==> src/rtl/sorted_topk_reader_if.sv <==
// Write/read port bundle for sorted_topk_reader: sample push side, ranked pop side
// and buffer status.
interface sorted_topk_reader_if #(
    parameter int DATA_WIDTH = 32,
    parameter int DEPTH      = 4
);
    localparam int CW = $clog2(DEPTH + 1);

    logic                  in_valid;
    logic [DATA_WIDTH-1:0] in_data;
    logic                  out_valid;
    logic [DATA_WIDTH-1:0] out_data;
    logic                  out_ready;
    logic [CW-1:0]         count;
    logic                  full;
    logic                  dropped;

    modport slave (
        input  in_valid, in_data, out_ready,
        output out_valid, out_data, count, full, dropped
    );

    modport master (
        output in_valid, in_data, out_ready,
        input  out_valid, out_data, count, full, dropped
    );
endinterface

==> src/rtl/sorted_topk_reader.sv <==
// Streaming top-K buffer: keeps the DEPTH largest samples sorted descending and
// pops them largest-first over a valid/ready port.
module sorted_topk_reader #(
    parameter int DATA_WIDTH = 32,
    parameter int DEPTH      = 4
) (
    input  logic                 clk,
    input  logic                 resetn,
    input  logic                 clear,
    sorted_topk_reader_if.slave  bus
);
    localparam int CW = $clog2(DEPTH + 1);

    typedef logic [DEPTH-1:0][DATA_WIDTH-1:0] ent_t;

    ent_t          ent, shf, nxt;
    logic [CW-1:0] cnt, cnt_s, cnt_n;
    logic [DEPTH-1:0] ge;
    logic          pop, full_s, drop, drop_n;

    assign pop    = (cnt != '0) && bus.out_ready;
    assign cnt_s  = cnt - CW'(pop);
    assign full_s = (cnt_s == CW'(DEPTH));

    // Pop first: the list after removing entry[0] is what the push sees.
    always_comb begin
        shf = ent;
        if (pop) begin
            for (int i = 0; i < DEPTH - 1; i++) shf[i] = ent[i+1];
            shf[DEPTH-1] = '0;
        end
    end

    // ge is a prefix mask of held entries that stay ahead of the new sample;
    // using >= places ties after existing equal values.
    for (genvar g = 0; g < DEPTH; g++) begin : g_cmp
        assign ge[g] = (cnt_s > CW'(g)) && (shf[g] >= bus.in_data);
    end

    always_comb begin
        nxt    = shf;
        cnt_n  = cnt_s;
        drop_n = 1'b0;
        if (bus.in_valid) begin
            if (full_s) drop_n = 1'b1;
            if (!full_s || (bus.in_data > shf[DEPTH-1])) begin
                if (!ge[0]) nxt[0] = bus.in_data;
                for (int i = 1; i < DEPTH; i++)
                    if (!ge[i]) nxt[i] = ge[i-1] ? bus.in_data : shf[i-1];
                if (!full_s) cnt_n = cnt_s + CW'(1);
            end
        end
    end

    always_ff @(posedge clk) begin
        if (!resetn) begin
            ent  <= '0;
            cnt  <= '0;
            drop <= 1'b0;
        end else if (clear) begin
            ent  <= '0;
            cnt  <= '0;
            drop <= 1'b0;
        end else begin
            ent  <= nxt;
            cnt  <= cnt_n;
            drop <= drop_n;
        end
    end

    assign bus.out_valid = (cnt != '0);
    assign bus.out_data  = ent[0];
    assign bus.count     = cnt;
    assign bus.full      = (cnt == CW'(DEPTH));
    assign bus.dropped   = drop;
endmodule

==> src/flat_wrapper.sv <==
// flat-port wrapper written by rule: the top's interface ports become plain ports
module sorted_topk_reader_flat 
#(
    parameter int DATA_WIDTH = 32,
    parameter int DEPTH      = 4
)
  (clk, resetn, clear, bus_in_valid, bus_in_data, bus_out_ready, bus_out_valid, bus_out_data, bus_count, bus_full, bus_dropped);
  sorted_topk_reader_if #(.DATA_WIDTH(DATA_WIDTH), .DEPTH(DEPTH)) bus_i ();
  input  logic clk;
  input  logic resetn;
  input  logic clear;
  input wire logic [$bits(bus_i.in_valid)-1:0] bus_in_valid;
  input wire logic [$bits(bus_i.in_data)-1:0] bus_in_data;
  input wire logic [$bits(bus_i.out_ready)-1:0] bus_out_ready;
  output wire logic [$bits(bus_i.out_valid)-1:0] bus_out_valid;
  output wire logic [$bits(bus_i.out_data)-1:0] bus_out_data;
  output wire logic [$bits(bus_i.count)-1:0] bus_count;
  output wire logic [$bits(bus_i.full)-1:0] bus_full;
  output wire logic [$bits(bus_i.dropped)-1:0] bus_dropped;
  assign bus_i.in_valid = bus_in_valid;
  assign bus_i.in_data = bus_in_data;
  assign bus_i.out_ready = bus_out_ready;
  assign bus_out_valid = bus_i.out_valid;
  assign bus_out_data = bus_i.out_data;
  assign bus_count = bus_i.count;
  assign bus_full = bus_i.full;
  assign bus_dropped = bus_i.dropped;
  sorted_topk_reader #(.DATA_WIDTH(DATA_WIDTH), .DEPTH(DEPTH)) u_core (.clk(clk), .resetn(resetn), .clear(clear), .bus(bus_i));
endmodule
==> config.mk <==
export PLATFORM = sky130hd
export DESIGN_NAME = sorted_topk_reader_flat
export DESIGN_NICKNAME = d
export VERILOG_FILES = /design/src/rtl/sorted_topk_reader_if.sv /design/src/rtl/sorted_topk_reader.sv /design/src/flat_wrapper.sv
export SDC_FILE = /design/constraint.sdc
export NUM_CORES = 1
export LEC_CHECK = 0
export BUFFER_PORTS_ARGS = -buffer_cell sky130_fd_sc_hd__buf_2
export CORE_MARGIN = 2
export CORE_UTILIZATION = 57
export CTS_BUF_LIST = sky130_fd_sc_hd__clkbuf_4
export CTS_CLUSTER_SIZE = 30
export DETAILED_ROUTE_END_ITERATION = 6
export GPL_ROUTABILITY_DRIVEN = 1
export PLACE_DENSITY_LB_ADDON = 0.08
export SYNTH_ARGS = -nofsm -noshare
export SYNTH_HDL_FRONTEND = slang
export SYNTH_SLANG_ARGS = --single-unit
export TNS_END_PERCENT = 10
==> constraint.sdc <==
create_clock -name clk -period 4.26 [get_ports clk]
set_clock_uncertainty 0.15 [all_clocks]
set_input_delay 0.426 -clock clk [delete_from_list [all_inputs] [get_ports clk]]
set_output_delay 0.426 -clock clk [all_outputs]
set_load 0.005 [all_outputs]
Word-level counts from Yosys, hierarchy flattened

Cells that the tools add are included.

Magnitude comparators: 9
Bitwise operators: 2
Eq/ne operators: 2
$add $sub $neg: 2
Multiplexer cells: 14
Reductions and logical operators: 10

Operators by type and width:

| cell                                               | number |
|---|---|
| 2-to-1 mux 128 bit                                 | 3 |
| 2-to-1 mux 32 bit                                  | 7 |
| greater-or-equal comparator 32 bit                 | 4 |
| > comparator 32 bit                                | 1 |
| 2-to-1 mux 3 bit                                   | 3 |
| equality test 3 bit, second input constant         | 2 |
| > comparator 3 x 1 -> 1 bit, second input constant | 2 |
| > comparator 3 x 2 -> 1 bit, second input constant | 2 |
| logical AND 1 bit                                  | 5 |
| adder 3 x 1 -> 3 bit, second input constant        | 1 |
| nonzero test 3 bit                                 | 1 |
| OR reduction 3 bit                                 | 1 |
| subtractor 3 x 1 -> 3 bit                          | 1 |
| NOT 1 bit                                          | 2 |
| OR reduction 2 bit                                 | 1 |
| logical NOT 1 bit                                  | 1 |
| logical OR 1 bit                                   | 1 |
| 2-to-1 mux 1 bit                                   | 1 |

Word-level logic and storage cells: 45
Flip-flop bits (word level): 132
Output and inout port bits: 38
Input bits: 37

Logic depth before layout (Yosys ltp)

Depth in word-level cells: 9
Mapped depth: 18
Gate-level depth less buffers: 13

Least setup slack after synthesis

OpenSTA, ideal clock, no wires.

Path kind: reg2reg
Start: reg u_core.cnt[2] (netlist: u_core.bus.count[2])
End: reg u_core.ent[100] in the netlist's numbering
Path slack: 0.089 ns
Required time: 4.040 ns
Period minus slack after synthesis: 4.171 ns
Cell stages (with the launch flop): 17
Buffers on the path: 5
Arrival: 3.950 ns
Library setup time: 0.070 ns
Cell sequence: dfxtp_1 > or3_1 > nand2_1 > buf_2 > buf_2 > clkbuf_1 > clkbuf_1 > nand2_1 > ha_1 > nand4_1 > nor4_1 > and2_1 > a31oi_1 > a31oi_1 > a31o_2 > clkbuf_1 > o2bb2ai_1

Word-level cells in the longest chain between the ends: 9
Elaborated cells on any way between the ends: 18
Classes of those cells: 1 x add/sub; 5 x order compare; 1 x eq/ne; 5 x mux; 6 x reduce/logical

RTL lines:

| element                                                                                  | line                                               | source |
|---|---|---|
| start: declaration                                                                       | sorted_topk_reader.sv:17                           | `logic [CW-1:0] cnt, cnt_s, cnt_n;` |
| start signal: assignment                                                                 | sorted_topk_reader.sv:66                           | `cnt <= cnt_n;` |
| nonzero test 3 bit (*)                                                                   | --                                                 |  |
| net bus_out_valid                                                                        | flat_wrapper.sv:15                                 | `output wire logic [$bits(bus_i.out_valid)-1:0] bus_out_valid;` |
| logical AND 1 bit (*)                                                                    | sorted_topk_reader.sv:21                           | `assign pop = (cnt != '0) && bus.out_ready;` |
| 2-to-1 mux 128 bit / subtractor 3 x 1 -> 3 bit (equally long branches)                   | sorted_topk_reader.sv:28, sorted_topk_reader.sv:22 |  |
| greater-or-equal comparator 32 bit / > comparator 3 x 2 -> 1 bit (equally long branches) | sorted_topk_reader.sv:37                           | `assign ge[g] = (cnt_s > CW'(g)) && (shf[g] >= bus.in_data);` |
| logical AND 1 bit                                                                        | sorted_topk_reader.sv:37                           |  |
| 2-to-1 mux 32 bit (2 in a row)                                                           | sorted_topk_reader.sv:49                           | `if (!ge[i]) nxt[i] = ge[i-1] ? bus.in_data : shf[i-1];` |
| 2-to-1 mux 128 bit                                                                       | sorted_topk_reader.sv:46                           | `if (!full_s \|\| (bus.in_data > shf[DEPTH-1])) begin` |
| 2-to-1 mux 128 bit (*)                                                                   | sorted_topk_reader.sv:44                           | `if (bus.in_valid) begin` |
| end signal: assignment                                                                   | sorted_topk_reader.sv:65                           | `ent <= nxt;` |
| end: declaration                                                                         | sorted_topk_reader.sv:16                           | `ent_t ent, shf, nxt;` |

The timed path passes the listed nets; every way through them passes the cells marked *.
A chain may end at the register's enable or synchronous reset.

Worst setup path after layout

Start: reg u_core.cnt[2] (netlist: u_core.bus.count[2])
End: reg u_core.ent[54] in the netlist's numbering

Word-level cells in the longest chain between the ends: 9
Elaborated cells on any way between the ends: 18
Classes of those cells: 1 x add/sub; 5 x order compare; 1 x eq/ne; 5 x mux; 6 x reduce/logical

RTL lines:

| element                                                                                  | line |
|---|---|
| nonzero test 3 bit                                                                       | sorted_topk_reader.sv:21 |
| logical AND 1 bit                                                                        | sorted_topk_reader.sv:21 |
| 2-to-1 mux 128 bit / subtractor 3 x 1 -> 3 bit (equally long branches)                   | sorted_topk_reader.sv:28, sorted_topk_reader.sv:22 |
| greater-or-equal comparator 32 bit / > comparator 3 x 1 -> 1 bit (equally long branches) | sorted_topk_reader.sv:37 |
| logical AND 1 bit                                                                        | sorted_topk_reader.sv:37 |
| 2-to-1 mux 32 bit (2 in a row)                                                           | sorted_topk_reader.sv:49 |
| 2-to-1 mux 128 bit                                                                       | sorted_topk_reader.sv:46 |
| 2-to-1 mux 128 bit (*)                                                                   | sorted_topk_reader.sv:44 |

Every way passes the cells marked *; elsewhere a longest branch is shown, timed or not.

==> flow_summary.json <==
{
  "htree_levels": 4,
  "clkTransAtPathRegs_ns": 0.12,
  "dp_hpwl_mm": 22.41,
  "cp.arrival_ns": 4.36,
  "period_share_pct": 94.98,
  "ys_async_sr_fraction_pct": 0,
  "utilization_pct": 63.79,
  "cap_violations": 0,
  "via_count": 10270,
  "finalHoldViolations": 0,
  "io_pins": 75,
  "syn-mean-instance-area_um2": 7.640,
  "first_iter_violations": 774,
  "syn2layout_area_growth_pct": 9.965,
  "cts_sinks": 132,
  "start_kind": "flop",
  "cts_tree": "built",
  "holdWs_ns": 0.06094,
  "finalSetupTns_ns": 0,
  "leakagePower_nw": 5.830,
  "ys_seq_elements": 132,
  "post_drt_via_cell_ratio": 6.272,
  "status": "complete, no violations",
  "fp.dieH_um": 139.2,
  "die_area_um2": 19380,
  "worst-slew-pin-transition_ns": 0.7865,
  "ys_seq_area_share_pct": 25.36,
  "slew_violations": 0,
  "grt_antenna_before_repair": 1,
  "grt_max_degree": 51,
  "post_synth_num_cell_types": 52,
  "p_per_area_nw_per_um2": 280.4,
  "grt_use_total_pct": 32.33,
  "synth_ff_type": "dfxtp_1",
  "antenna_left": 0,
  "endpoint_kind": "flop",
  "first_global_vias": 9624,
  "synth.net_count": 1536,
  "syn_inst": 1364,
  "overflow": 0,
  "clockRootBuffer": "clkbuf_4",
  "rsz0062_at_grt": "no",
  "cts_buffers": 17,
  "wirelength_mm": 31.47,
  "gp_congestion": 0.9538,
  "die_w_um": 139.2,
  "final_layout_size_suffix_gt1_share_pct": 13.35,
  "dr.pass1.iters": 6,
  "fin_nets": 1568,
  "yosysWarnings": 0,
  "fmax_ghz": 0.2471,
  "finalPower_mw": 3.213,
  "synthesis.area_um2": 10420,
  "drc": 0,
  "synth-edff-count": 0,
  "numPortBuffers": 74,
  "rows": 49,
  "routedWlPerCell_um": 19.21,
  "setup-violations-final": 0,
  "slew_headroom_pct": 47.57,
  "clockBufferDepth": 2,
  "cp_data_required_time_ns": 4.58,
  "grt_pass1_wl_mm": 50.41,
  "insertion_delay_ns": 0.57,
  "layout_min_cycle_time_ns": 4.046,
  "hold_class": "input pin to flop",
  "path_class": "flop to flop",
  "core-area_um2": 17960,
  "cp_max_fo": 24,
  "initial_utilization_pct": 58.01,
  "ir_worst_vdd_mv": 0.1605
}
-- per-layer routing --
metal / GRT usage, % / up-vias / wire [um]
met4: 9.676 / 0 / 661
met1: 44.34 / 4839 / 14240
li1: - / 4930 / -
met3: 6.194 / 56 / 2747
met2: 51.91 / 448 / 13810
met5: 0 / - / 0
-- report_power, final --
group | leakage, nW | switching [mW] | internal [mW]
combinational | 4.64 | 0.714 | 0.424
sequential | 1.07 | 0.0234 | 1.28
clock | 0.126 | 0.496 | 0.279
-- cells in the final DEF, fill, tap and decap left out, types with 3 or more instances in the layout --
cell type   count
nand3_1         9
clkinvlp_4      3
ha_1          135
dfxtp_1       132
buf_6           3
clkinv_2        6
clkinv_1        3
nor3_1         98
clkbuf_4       18
and2_1          3
mux2i_2         7
buf_4          41
mux2i_1        90
nor2_1         48
nand2b_1        7
o21ai_0        19
o211ai_1        3
nand4_1        18
a21o_1          7
a31oi_1         3
nor2b_1         3
buf_2          74
nand2_1       288
and4_1          6
a211oi_1        3
inv_1         105
nor4_1          3
a21oi_1        83
o2bb2ai_1      32
a311oi_1       32
o22ai_1        32
buf_12         14
o32ai_1        32
-- worst max-delay path, stage by stage (launching register included) --
cell,delay (ns)
dfxtp_1,0.36
or3_1,0.43
nand2_4,0.16
buf_12,0.18
buf_4,0.20
nand2_1,0.07
ha_1,0.31
nand2_1,0.05
o21ai_0,0.46
a22oi_1,0.17
a31oi_1,0.45
a31oi_1,0.18
a221o_1,0.44
buf_12,0.19
o32ai_1,0.14
-- flip-flops by register name (all words and copies together), names as in the netlist --
signal,count
u_core.ent,96
u_core.bus.out_data,32
u_core.bus.count,3
u_core.bus.dropped,1
-- logic make-up after synthesis --
logic type	share of synthesized area [%]
AO/OA/AOI/OAI	18.60
XOR/XNOR	0.1681
adder cells (fa/ha/maj)	16.21
buffers and inverters	9.761
flip-flops	25.36
multiplexers	9.425
AND/OR/NAND/NOR	20.48
-- worst paths after layout --
kind | from | endpoint | slack, ns | depth (start not counted)
setup reg to reg | u_core.bus.count[2]$_SDFF_PP0_ | u_core.ent[54]$_SDFF_PP0_ | 0.21 | 14
hold / removal | bus_in_data[19] | u_core.ent[51]$_SDFF_PP0_ | 0.06 | 3
hold reg to reg | u_core.ent[96]$_SDFF_PP0_ | u_core.ent[96]$_SDFF_PP0_ | 0.34 | 1
setup / recovery | u_core.bus.count[2]$_SDFF_PP0_ | u_core.ent[54]$_SDFF_PP0_ | 0.21 | 14
-- Yosys cell counts (all sizes together) (2+ instances only) --
master     n  area [um2]
nand2    289        1085
ha       135        1689
dfxtp    132        2643
inv      106       397.9
nor3      98       490.5
mux2i     97       970.9
a21oi     85       425.4
buf       65       412.9
clkbuf    55       206.5
nor2      48       180.2
a311oi    33       289.0
o2bb2ai   33       289.0
o22ai     32       200.2
o32ai     32       280.3
o21ai     23       115.1
nand4     18       112.6
nand3      9       45.04
nand2b     8       50.05
a21o       7       52.55
and4       6       52.55
nor4       6       37.54
a211oi     4       35.03
a31oi      4       25.02
and2       4       25.02
a221oi     3       43.80
nor2b      3       18.77
o211ai     3       22.52
a2111o     2       22.52
a211o      2       17.52
a221o      2       20.02
a22oi      2       15.01
a2bb2oi    2       17.52
a31o       2       17.52
a41oi      2       17.52
-- layout make-up --
cell class	instances	area [um2]
Antenna cell	1	2.502
Clock buffer	18	135.1
Clock inverter	13	93.84
Fill cell	1636	6504
Inverter	106	397.9
Multi-Input combinational cell	1006	6894
Sequential cell	132	2643
Tap cell	229	286.5
Timing Repair Buffer	133	1007
-- what timing repair did --
action | in CTS | in global routing
buffers inserted | 0 | 4
endpoints found under the hold margin | 0 | 0
setup endpoints to repair | 0 | 128
resized for setup | 0 | 19
hold buffers | 0 | 0
-- stage by stage --
step,cells,area [um2],setup WS (ns)
after floorplan,1364,10420,0.08932
after global placement,1602,11120,0.09839
after detailed placement,1602,11120,0.05632
after CTS,1633,11350,0.0007607
after global routing,1638,11460,0.01070
final,1638,11460,0.2138
No activity file was read; power rests on OpenSTA's default activity.
